[src/rtl/fetch_unit.sv]
// Instruction fetch initiator: owns the PC, issues single-outstanding reads,
// and holds the fetched word in an output slot for the IF/ID latch.
module fetch_unit #(
    parameter logic [31:0] RESET_PC = 32'h00000060
) (
    input  logic        clk,
    input  logic        rst,
    output logic        i_read,
    output logic [31:0] i_address,
    input  logic        i_resp,
    input  logic [31:0] i_rdata,
    input  logic        redirect,
    input  logic [31:0] redirect_pc,
    input  logic        latch_ready,
    output logic        valid_out,
    output logic [31:0] pc_out,
    output logic [31:0] pc_plus4_out,
    output logic [31:0] instr_out
);

    localparam logic [1:0] FETCH = 2'd0;
    localparam logic [1:0] DROP  = 2'd1;
    localparam logic [1:0] WAIT  = 2'd2;

    logic [1:0]  state;
    logic [31:0] pc;
    logic [31:0] drop_addr;
    logic [31:0] target;
    logic [31:0] pc_next4;

    assign target    = redirect_pc & 32'hFFFF_FFFC;
    assign pc_next4  = pc + 32'd4;
    assign i_read    = !rst && ((state == FETCH) || (state == DROP));
    assign i_address = (state == DROP) ? drop_addr : pc;

    // PC, state and stale-request address sequencing
    always_ff @(posedge clk or posedge rst) begin
        if (rst) begin
            state     <= FETCH;
            pc        <= RESET_PC;
            drop_addr <= 32'd0;
        end else begin
            case (state)
                FETCH: begin
                    if (i_resp && !redirect) begin
                        pc    <= pc_next4;
                        state <= WAIT;
                    end else if (i_resp) begin
                        pc <= target;
                    end else if (redirect) begin
                        drop_addr <= pc;
                        pc        <= target;
                        state     <= DROP;
                    end
                end
                DROP: begin
                    if (redirect)
                        pc <= target;
                    if (i_resp)
                        state <= FETCH;
                end
                WAIT: begin
                    if (redirect) begin
                        pc    <= target;
                        state <= FETCH;
                    end else if (latch_ready) begin
                        state <= FETCH;
                    end
                end
                default: state <= FETCH;
            endcase
        end
    end

    // Output slot: load on a clean response, squash on accept or redirect
    always_ff @(posedge clk or posedge rst) begin
        if (rst) begin
            valid_out    <= 1'b0;
            pc_out       <= 32'd0;
            pc_plus4_out <= 32'd0;
            instr_out    <= 32'd0;
        end else if (state == FETCH && i_resp && !redirect) begin
            valid_out    <= 1'b1;
            pc_out       <= pc;
            pc_plus4_out <= pc_next4;
            instr_out    <= i_rdata;
        end else if (state == WAIT && (redirect || latch_ready)) begin
            valid_out <= 1'b0;
        end
    end

    // A response with no request outstanding is a memory-side bug
    illegal_resp: assert property (
        @(posedge clk) disable iff (rst) !(i_resp && state == WAIT)
    );

endmodule

[config.mk]
export PLATFORM = sky130hd
export DESIGN_NAME = fetch_unit
export DESIGN_NICKNAME = d
export VERILOG_FILES = /design/src/rtl/fetch_unit.sv
export SDC_FILE = /design/constraint.sdc
export NUM_CORES = 1
export LEC_CHECK = 0
export CAP_MARGIN = 20
export CORE_ASPECT_RATIO = 1.2
export CORE_UTILIZATION = 53
export DETAILED_ROUTE_END_ITERATION = 12
export GPL_TIMING_DRIVEN = 1
export HOLD_SLACK_MARGIN = 0.12
export PLACE_DENSITY = 0.83
export SLEW_MARGIN = 25
export SYNTH_ARGS = -nofsm -noshare
export SYNTH_HDL_FRONTEND = slang
export SYNTH_SLANG_ARGS = --single-unit
[constraint.sdc]
create_clock -name clk -period 12.4 [get_ports clk]
set_input_delay 2.48 -clock clk [delete_from_list [all_inputs] [get_ports clk]]
set_output_delay 2.48 -clock clk [all_outputs]
set_load 0.005 [all_outputs]
==> impl_metrics.csv <==
group,metric,value,unit
worst_hold_path,min-delay-start,"instr_out[0]",
sta,max_slew_margin,34.9,%
placement,dpl.hpwl,13.8,mm
synthesis,synth_edf_count,0,
drt,drc,0,
synthesis,netlist_instances,817,
sta,setup_slack,6.32,ns
critical_path,cp_num_buf_inv,2,
sta,setup-tns-final,0,ns
sta,hold_viol,0,
sta,fin_crit_sh,49.0,%
die,die_w,113,µm
die,io_pins,199,
synthesis,synth_warnings,0,
critical_path,cp_top_family,"buffers and inverters",
clock_tree,cts_sinks,161,
critical_path,rrSetupSlack,9.22,ns
global_route,grt_max_degree,86,
power,power,0.00244,W
critical_path,crit_path_end_kind,"output pin",
layout,syn_to_final_growth,32.5,%
die,rows,48,
sta,skew,0.00880,ns
drt,antenna_left,0,
clock_tree,htreeDepth,4,
power,p_leak,4.48,nW
layout,drive_above_1_share,11.7,%
clock_tree,cts_tree,"yes",
die,dieHeight,135,µm
clock_tree,cts_buffers,17,
drt,drt-vias-per-instance,5.65,
clock_tree,postCtsSetupRepairBufs,0,
clock_tree,cts_resized,0,
sta,rsz0062_at_grt,"no",
placement,placed_area,9710,µm²
sta,final-setup-viol-count,0,
layout,fin_util,71.7,%
clock_tree,clockBufferDepth,2,
synthesis,synthFlopType,"dfrtp_1",
critical_path,start_kind,"input pin",
critical_path,crit_path_max_incr_delay,0.50,ns
power,p_per_area,237,nW/µm²
synthesis,syn_area_per_cell,9.51,µm²
drt,drtIter0Drc,372,
synthesis,syn_nets,891,
synthesis,async_flop_share,100,%
critical_path,critical_path.startpoint,"rst",
critical_path,worst-setup-path-type,"input pin to output pin",
critical_path,slowest_stage,"clkdlybuf4s50_1",
drt,finalWirelength,21.2,mm
drt,dr_total_vias,6520,
placement,io_buffers,196,
sta,timing.final.crit_period,6.08,ns
synthesis,yosysSeqAreaShare,51.9,%
layout,diodes,0,
synthesis,yosysUniqueCellTypes,57,
sta,worstMarginPinSlew,0.977,ns
synthesis,synth-seq-cells,161,
die,die_area,15200,µm²
layout,finish.net_count,1040,
layout,fin_area,10300,µm²
status,status,"finished, final reports clean",
clock_tree,worstSkewPairLatency,0.44,ns
layout,layout_common_cells,"nand2_1, clkdlybuf4s50_1, dfrtp_1",
critical_path,crit_path_frequent_cell,"clkdlybuf4s50_1",
global_route,antenna_found_initial,0,
worst_hold_path,hp-class,"register to register",
synthesis,syn_area,7770,µm²
critical_path,cp.required,9.92,ns
power,vdd.ir_drop.worst,0.156,mV
global_route,grt.total_usage,29.2,%
die,coreArea,14400,µm²
critical_path,path_cells,"clkdlybuf4s50_1 -> nor2_1 -> clkdlybuf4s50_1",
critical_path,path_max_fanout,2,
global_route,grt_pass1_wl,33.8,mm
clock_tree,cts_hold_buf,0,
placement,place.gp.congestion,0.822,
sta,final_max_slew_viol_count,0,
clock_tree,clkTransAtPathRegs,0.06,ns
drt,first_pass_iters,5,
clock_tree,root_buffer,"clkbuf_16",
global_route,grt_remaining_overflow,0,
layout,layout_commonest_cell,"nand2_1",
layout,num-fill-cells,1070,
placement,post-place-ws,6.31,ns
critical_path,crit_arrival,3.60,ns
global_route,grt_pass1_vias,6489,
job,drv_cap,0,
critical_path,reg2reg_from,"state[0]",
die,start_util,54.1,%
drt,avgRoutedWirePerCell,18.4,µm
sta,clock.fmax,165,MHz
## area by class of cell
class | instances | area, µm² | share of cell area (%)
inverters | 9 | 38.8 | 0.377
repair buffers | 204 | 2030 | 19.7
flip-flops and latches | 161 | 4030 | 39.2
multi-input cells | 573 | 3400 | 33.0
clock inverters | 10 | 109 | 1.06
clock buffers | 22 | 474 | 4.61
well taps | 175 | 219 | 2.13
## registers in the layout (all words and copies together), names as in the netlist
name	count
state	2
valid_out	1
pc	32
pc_plus4_out	30
drop_addr	32
instr_out	32
pc_out	32
## power by group
part / total (W) / switching (W) / internal [W]
logic: 0.000990 / 0.000418 / 0.000572
clock network: 0.000524 / 0.000213 / 0.000311
registers: 0.000929 / 0.000179 / 0.000750
total: 0.00244 / 0.000811 / 0.00163
## tightest hold or removal path: cells and delay by family (launching register included)
family,cells,cell delay (ns)
flops,1,0.34
simple gates,2,0.10
## worst paths after layout
check	end	cells after the start
max	i_read	3
min	instr_out[0]	2
max reg2reg	pc[24]	7
min reg2reg	instr_out[0]	2
max in group asynchronous	pc_plus4_out[16]	3
min in group asynchronous	pc_out[0]	2
## per-stage QoR
stage,cells,hold slack [ns]
6_report,1154,0.471
5_1_grt,1154,0.489
4_1_cts,1154,0.476
3_5_place_dp,1122,0.461
3_3_place_gp,1122,0.457
2_1_floorplan,817,0.450
## cells by family after synthesis
family / share of synthesized area, %
flip-flops: 51.9
AND/OR/NAND/NOR: 20.4
XOR/XNOR: 3.04
multiplexers: 8.95
AO/OA/AOI/OAI: 10.2
buffers and inverters: 4.69
adder cells (fa/ha/maj): 0.805
## synth_stat cells (3+ instances only)
library cell	instances	area share (%)
a21oi_1	17	1.1
buf_4	9	0.87
and3_1	10	0.81
o21ai_1	3	0.19
nand4_1	5	0.40
o31a_1	3	0.34
ha_1	5	0.81
o22ai_1	13	1.0
a32oi_1	4	0.45
and4_1	5	0.56
a22oi_1	6	0.58
a211oi_1	11	1.1
o311ai_0	3	0.34
buf_1	8	0.39
nor4_1	5	0.40
dfrtp_1	159	51
xnor2_1	14	1.6
buf_2	9	0.58
o21ai_0	47	3.0
inv_1	9	0.43
clkbuf_1	47	2.3
or3_1	3	0.24
and2_1	6	0.48
nand2_1	254	12
nor3_1	10	0.64
mux2_2	60	8.7
xor2_1	13	1.5
nand3_1	16	1.0
a311oi_1	4	0.45
nor2_1	21	1.0
## layer usage
| metal | global-route usage, % | part of all wire [%] | routed length [µm] |
|---|---|---|---|
| met3 | 8.39 | 6.3 | 1340 |
| met5 | 0 | 0 | 0 |
| met2 | 48.8 | 50 | 10600 |
| met4 | 13.0 | 2.8 | 595 |
| met1 | 35.1 | 41 | 8670 |
Note: power is estimated with default switching activity, not from simulation.
==> edit 1: new RTL, same settings <==
Reset style: synchronous (`rst`), changed in 2 clocked blocks.
--- a/src/rtl/fetch_unit.sv
+++ b/src/rtl/fetch_unit.sv
@@ -35,5 +35,5 @@
 
     // PC, state and stale-request address sequencing
-    always_ff @(posedge clk or posedge rst) begin
+    always_ff @(posedge clk) begin
         if (rst) begin
             state     <= FETCH;
@@ -74,5 +74,5 @@
 
     // Output slot: load on a clean response, squash on accept or redirect
-    always_ff @(posedge clk or posedge rst) begin
+    always_ff @(posedge clk) begin
         if (rst) begin
             valid_out    <= 1'b0;
Behaviour: differs if rst is asserted again (counterexample within 4 cycles, from zero or initial values and one cycle with rst high); with rst held inactive, the same outputs for 4 cycles.
==> edit 1 against the original RTL <==
Cell area down 4.8%; routed wire length is 1.7% higher; area after synthesis shrank 5.8%; sequential cell count did not move; worst setup slack got worse by 0.065 ns; worst hold slack worse by 0.018 ns.
Power is not compared: it rests on default switching activity, and its combinational part moved more than twofold at a synthesized area within 25%.
==> edit 1: results (changes against the original RTL) <==
| Metric | Reported | Unit | vs unedited |
| --- | --- | --- | --- |
| Worst Max-Slew Pin Slew | 0.973 | ns | -0.00364 ns |
| Pin count of the biggest net entering global routing | 87 | - | +1.2% |
| Layout sequential cell count | 161 | - | unchanged |
| DRC violation total after the first TritonRoute iteration | 605 | - | +63% |
| Detailed Place HPWL | 13.9 | mm | +0.64% |
| Multi-input combinational area share | 37.3 | % | +4.3 points |
| Proportion of cell area occupied by registers | 32.9 | % | -6.3 points |
| Setup slack at placement | 6.27 | ns | -0.0443 ns |
| Global-route total usage across every layer | 30.7 | % | +1.6 points |
| Worst-case clock skew | 0.00909 | ns | +0.000290 ns |
| Via count of the first global-routing pass | 6590 | - | +1.6% |
| Aggregate routed wire length | 21.6 | mm | +1.7% |
| Non-clock buffer share of cell area | 20.6 | % | +0.92 points |
| Global-route wire length before repair | 33.7 | mm | -0.20% |
| Clk cell area share | 6.52 | % | +0.86 points |
| Status | finished, final reports clean | - |  |
| Worst Path Max Fanout | 57 | - | +55 |
| Share of flip-flops with an asynchronous set or reset after synthesis | 0 | % | -100 points |
| Most common library cells after synthesis | sky130_fd_sc_hd__nand2_1 (224), sky130_fd_sc_hd__dfxtp_1 (161), sky130_fd_sc_hd__a21oi_1 (133) | - |  |
| Cell types with the largest area share after synthesis | sky130_fd_sc_hd__dfxtp_1 (44%), sky130_fd_sc_hd__nand2_1 (11%), sky130_fd_sc_hd__a21oi_1 (9.1%) | - |  |
| Top flip-flop cell by instance count after synthesis | sky130_fd_sc_hd__dfxtp_1 | - |  |
| Post-layout net count | 1114 | - | +7.1% |
| Compound-gate portion of the synthesized area | 19.4 | % | +9.2 points |
| FF-to-FF path depth | 8 | - | +1 |
| Hold wc startpoint | instr_out[19]$_SDFFE_PP0P_ | - |  |
| Signal arrival time at the worst endpoint | 3.66 | ns | +0.06 ns |
| Via-to-Cell Ratio | 5.87 | - | +3.8% |
| Multi-input logic cell count | 642 | - | +12% |
| Hold Path End | instr_out[19]$_SDFFE_PP0P_ | - |  |
| Layout cell share with drive strength beyond 1 | 8.55 | % | -3.2 points |
| Count of clock buffers in the final design | 23 | - | +4.5% |
| Net count after synthesis | 977 | - | +9.7% |
| Non-Clock Inverter Count | 14 | - | +5 |
| Count of fill cells added during filler insertion | 1023 | - | -4.4% |
| Capture instance of the worst register-to-register path | pc_plus4_out[31]$_SDFFE_PP0P_ | - |  |
| FF-to-FF Start | state[0]$_SDFFE_PP0P_ | - |  |
| Synthesized-area fraction occupied by xor and xnor cells | 2.99 | % | -0.053 points |
-- edit 1: per-layer routing --
| layer | wire length [microns] | up-vias | GRT usage [%] |
|---|---|---|---|
| met2 | 10500 | 344 | 51.2 |
| li1 | - | 3376 | - |
| met5 | 0 | - | 0 |
| met1 | 8690 | 3398 | 36.7 |
| met4 | 548 | 0 | 13.0 |
| met3 | 1840 | 45 | 9.18 |
-- edit 1: cell families (layout without fill, tap and decap cells) --
| group | count (synthesis) | after routing |
|---|---|---|
| simple gates | 344 | 344 |
| compound gates | 241 | 241 |
| flops | 161 | 161 |
| buf+inv | 100 | 250 |
| mux | 27 | 27 |
| xor+xnor | 25 | 25 |
| fa+ha+maj | 5 | 5 |
-- edit 1: worst max-delay path by stage --
stage	start	to	slack, ns	depth (start not counted)
2_1_floorplan	rst	i_read	6.61	4
3_3_place_gp	rst	i_read	6.26	3
3_5_place_dp	rst	i_read	6.27	3
4_1_cts	rst	i_read	6.26	3
5_1_grt	rst	i_read	6.21	3
6_report	rst	i_read	6.26	3
-- edit 1: power by group --
group	total, mW	leakage [nW]	internal [mW]	switching (mW)
Sequential	0.571	1.31	0.543	0.0288
Combinational	0.184	1.86	0.0926	0.0909
Clock	0.570	0.314	0.358	0.212
Total	1.32	3.48	0.993	0.331
-- edit 1: critical path: stages --
cell                              delay (ns)
sky130_fd_sc_hd__buf_4                  0.51
sky130_fd_sc_hd__a21oi_1                0.15
sky130_fd_sc_hd__clkdlybuf4s50_1        0.49
-- edit 1: stage by stage --
step                hold slack, ns  std cells  power (mW)  cell area, sq um  util [%]
floorplan                    0.433        903       0.670              7320         -
global placement             0.438       1189       0.759              9170      68.6
detailed placement           0.446       1189       0.763              9170      68.6
CTS                          0.454       1221        1.32              9810      73.4
global route                 0.464       1221        1.36              9810      73.4
finish                       0.453       1221        1.32              9810      73.4
==> edit 2: new RTL, config.mk and constraints unchanged <==
Without the edit above. Change the parameter `RESET_PC` from 32'h00000060 to 32'h00000040.
--- a/src/rtl/fetch_unit.sv
+++ b/src/rtl/fetch_unit.sv
@@ -2,5 +2,5 @@
 // and holds the fetched word in an output slot for the IF/ID latch.
 module fetch_unit #(
-    parameter logic [31:0] RESET_PC = 32'h00000060
+    parameter logic [31:0] RESET_PC = 32'h00000040
 ) (
     input  logic        clk,
Function: changed (Yosys sat finds a counterexample within 4 cycles, from zero or initial values and one cycle with rst high).
==> edit 2 against the original RTL <==
Sequential cell count is the same; worst setup slack lost 0.032 ns; clock skew increased by 0.0071 ns; critical path type unchanged; cell area down 0.41%; area after synthesis barely moved; via count decreased by 0.48%; power fell by 1.8%; fmax shrank 0.52%; routed wire length decreased by 3.7%.
==> edit 2: results (changes against the original RTL) <==
| Metric | Reported | Unit | vs unedited |
| --- | --- | --- | --- |
| Status | finished, final reports clean | - |  |
| Worst Max-Slew Pin Slew | 0.979 | ns | +0.00270 ns |
| Most common library cells after synthesis | sky130_fd_sc_hd__nand2_1 (254), sky130_fd_sc_hd__dfrtp_1 (160), sky130_fd_sc_hd__mux2_2 (60) | - |  |
| DRC Markers | 0 | - | unchanged |
| Mean area per synthesized cell | 9.51 | sq um | about the same |
| Synthesized-area fraction occupied by xor and xnor cells | 3.04 | % | about the same |
| Number of nets with antenna violations after routing | 0 | - | unchanged |
| Cell types with the largest area share after synthesis | sky130_fd_sc_hd__dfrtp_1 (52%), sky130_fd_sc_hd__nand2_1 (12%), sky130_fd_sc_hd__mux2_2 (8.7%) | - |  |
| Net count after synthesis | 891 | - | unchanged |
| WHS Path Cells | 2 | - | unchanged |
| DR vias | 6489 | - | -0.48% |
| Wire per inst | 17.7 | microns | -3.7% |
| FF-to-FF path depth | 6 | - | -1 |
| Capture instance of the worst register-to-register path | pc[27]$_DFFE_PP0P_ | - |  |
| Global-route total usage across every layer | 28.4 | % | -0.77 points |
| Sequential-to-total area share from yosys stat | 51.9 | % | about the same |
| Layout cell share with drive strength beyond 1 | 11.4 | % | -0.31 points |
| Via count of the first global-routing pass | 6607 | - | +1.8% |
| Clock root buffer | sky130_fd_sc_hd__clkbuf_16 | - |  |
| Distinct cells, synth | 57 | - | unchanged |
| Hold wc startpoint | pc_out[19]$_DFFE_PP0P_ | - |  |
| Peak supply drop | 0.132 | mV | -16% |
| Worst hold slack after final layout | 0.472 | ns | +0.000795 ns |
| Detailed Place HPWL | 13.3 | mm | -3.6% |
| Hold Path End | pc_out[19]$_DFFE_PP0P_ | - |  |
| Multiplexer area fraction after synthesis | 8.95 | % | about the same |
| Pin count of the biggest net entering global routing | 85 | - | -1.2% |
| Global-route wire length before repair | 33.3 | mm | -1.5% |
| DRC violation total after the first TritonRoute iteration | 481 | - | +29% |
| Via-to-Cell Ratio | 5.62 | - | -0.48% |
| Static Leak | 4.45 | nW | -0.72% |
| Switching power share of the total | 33.2 | % | +0.060 points |
| Placed instance area | 0.00971 | sq mm | about the same |
| First-pass iteration count of the detailed router | 5 | - | unchanged |
| Worst-case clock skew | 0.0159 | ns | +0.00708 ns |
| Type of the worst min-delay path | flip-flop to flip-flop | - |  |
| Flop-to-flop setup slack | 9.26 | ns | +0.04 ns |
| Last weighted congestion value of the routability-driven placer | 0.845 | - | +2.7% |
| Setup slack at placement | 6.28 | ns | -0.0319 ns |
| Compound-gate portion of the synthesized area | 10.2 | % | about the same |
| Share of flip-flops with an asynchronous set or reset after synthesis | 100 | % | unchanged |
| Max stage delay on crit path | 0.52 | ns | +0.02 ns |
| Adder-Cell Fraction of Synth Area | 0.805 | % | about the same |
| Signal arrival time at the worst endpoint | 3.63 | ns | +0.03 ns |
[edit 2: cell count changes in the layout (fill, tap and decap cells not counted)]
cell / change
sky130_fd_sc_hd__clkinvlp_4: +3
sky130_fd_sc_hd__clkbuf_1: +2
sky130_fd_sc_hd__clkbuf_8: -2
sky130_fd_sc_hd__bufinv_16: -1
sky130_fd_sc_hd__clkinv_2: -1
sky130_fd_sc_hd__clkinv_4: -1
sky130_fd_sc_hd__dfrtp_1: +1
sky130_fd_sc_hd__dfstp_2: -1
[edit 2: power groups by stage]
stage | clock network [mW] | logic (mW) | registers (mW)
after floorplan | 0 | 0.487 | 0.873
after global placement | 0 | 0.963 | 0.919
after detailed placement | 0 | 0.982 | 0.931
after CTS | 0.496 | 0.993 | 0.926
after global routing | 0.513 | 1.07 | 0.960
final | 0.488 | 0.983 | 0.927
[edit 2: metal layers]
metal / GRT usage [%] / up-vias / wire length [microns]
met5: 0 / - / 0
met3: 8.53 / 30 / 1370
met1: 33.7 / 3186 / 8440
met2: 48.1 / 213 / 10200
li1: - / 3060 / -
met4: 12.1 / 0 / 418
[edit 2: worst max path at each step]
stage	start	endpoint	slack [ns]	cells after the start
after CTS	rst	i_read	6.29	3
final	rst	i_read	6.29	3
after floorplan	rst	drop_addr[0]$_DFFE_PP0P_	5.57	1
after global placement	rst	i_read	6.32	3
after detailed placement	rst	i_read	6.28	3
after global routing	rst	i_read	6.24	3
[edit 2: layout make-up]
type | count | area (sq um)
Clock buffer | 22 | 454
Clock inverter | 10 | 87.6
Fill cell | 1038 | 4100
Inverter | 9 | 38.8
Multi-Input combinational cell | 573 | 3400
Sequential cell | 161 | 4030
Tap cell | 175 | 219
Timing Repair Buffer | 204 | 2030
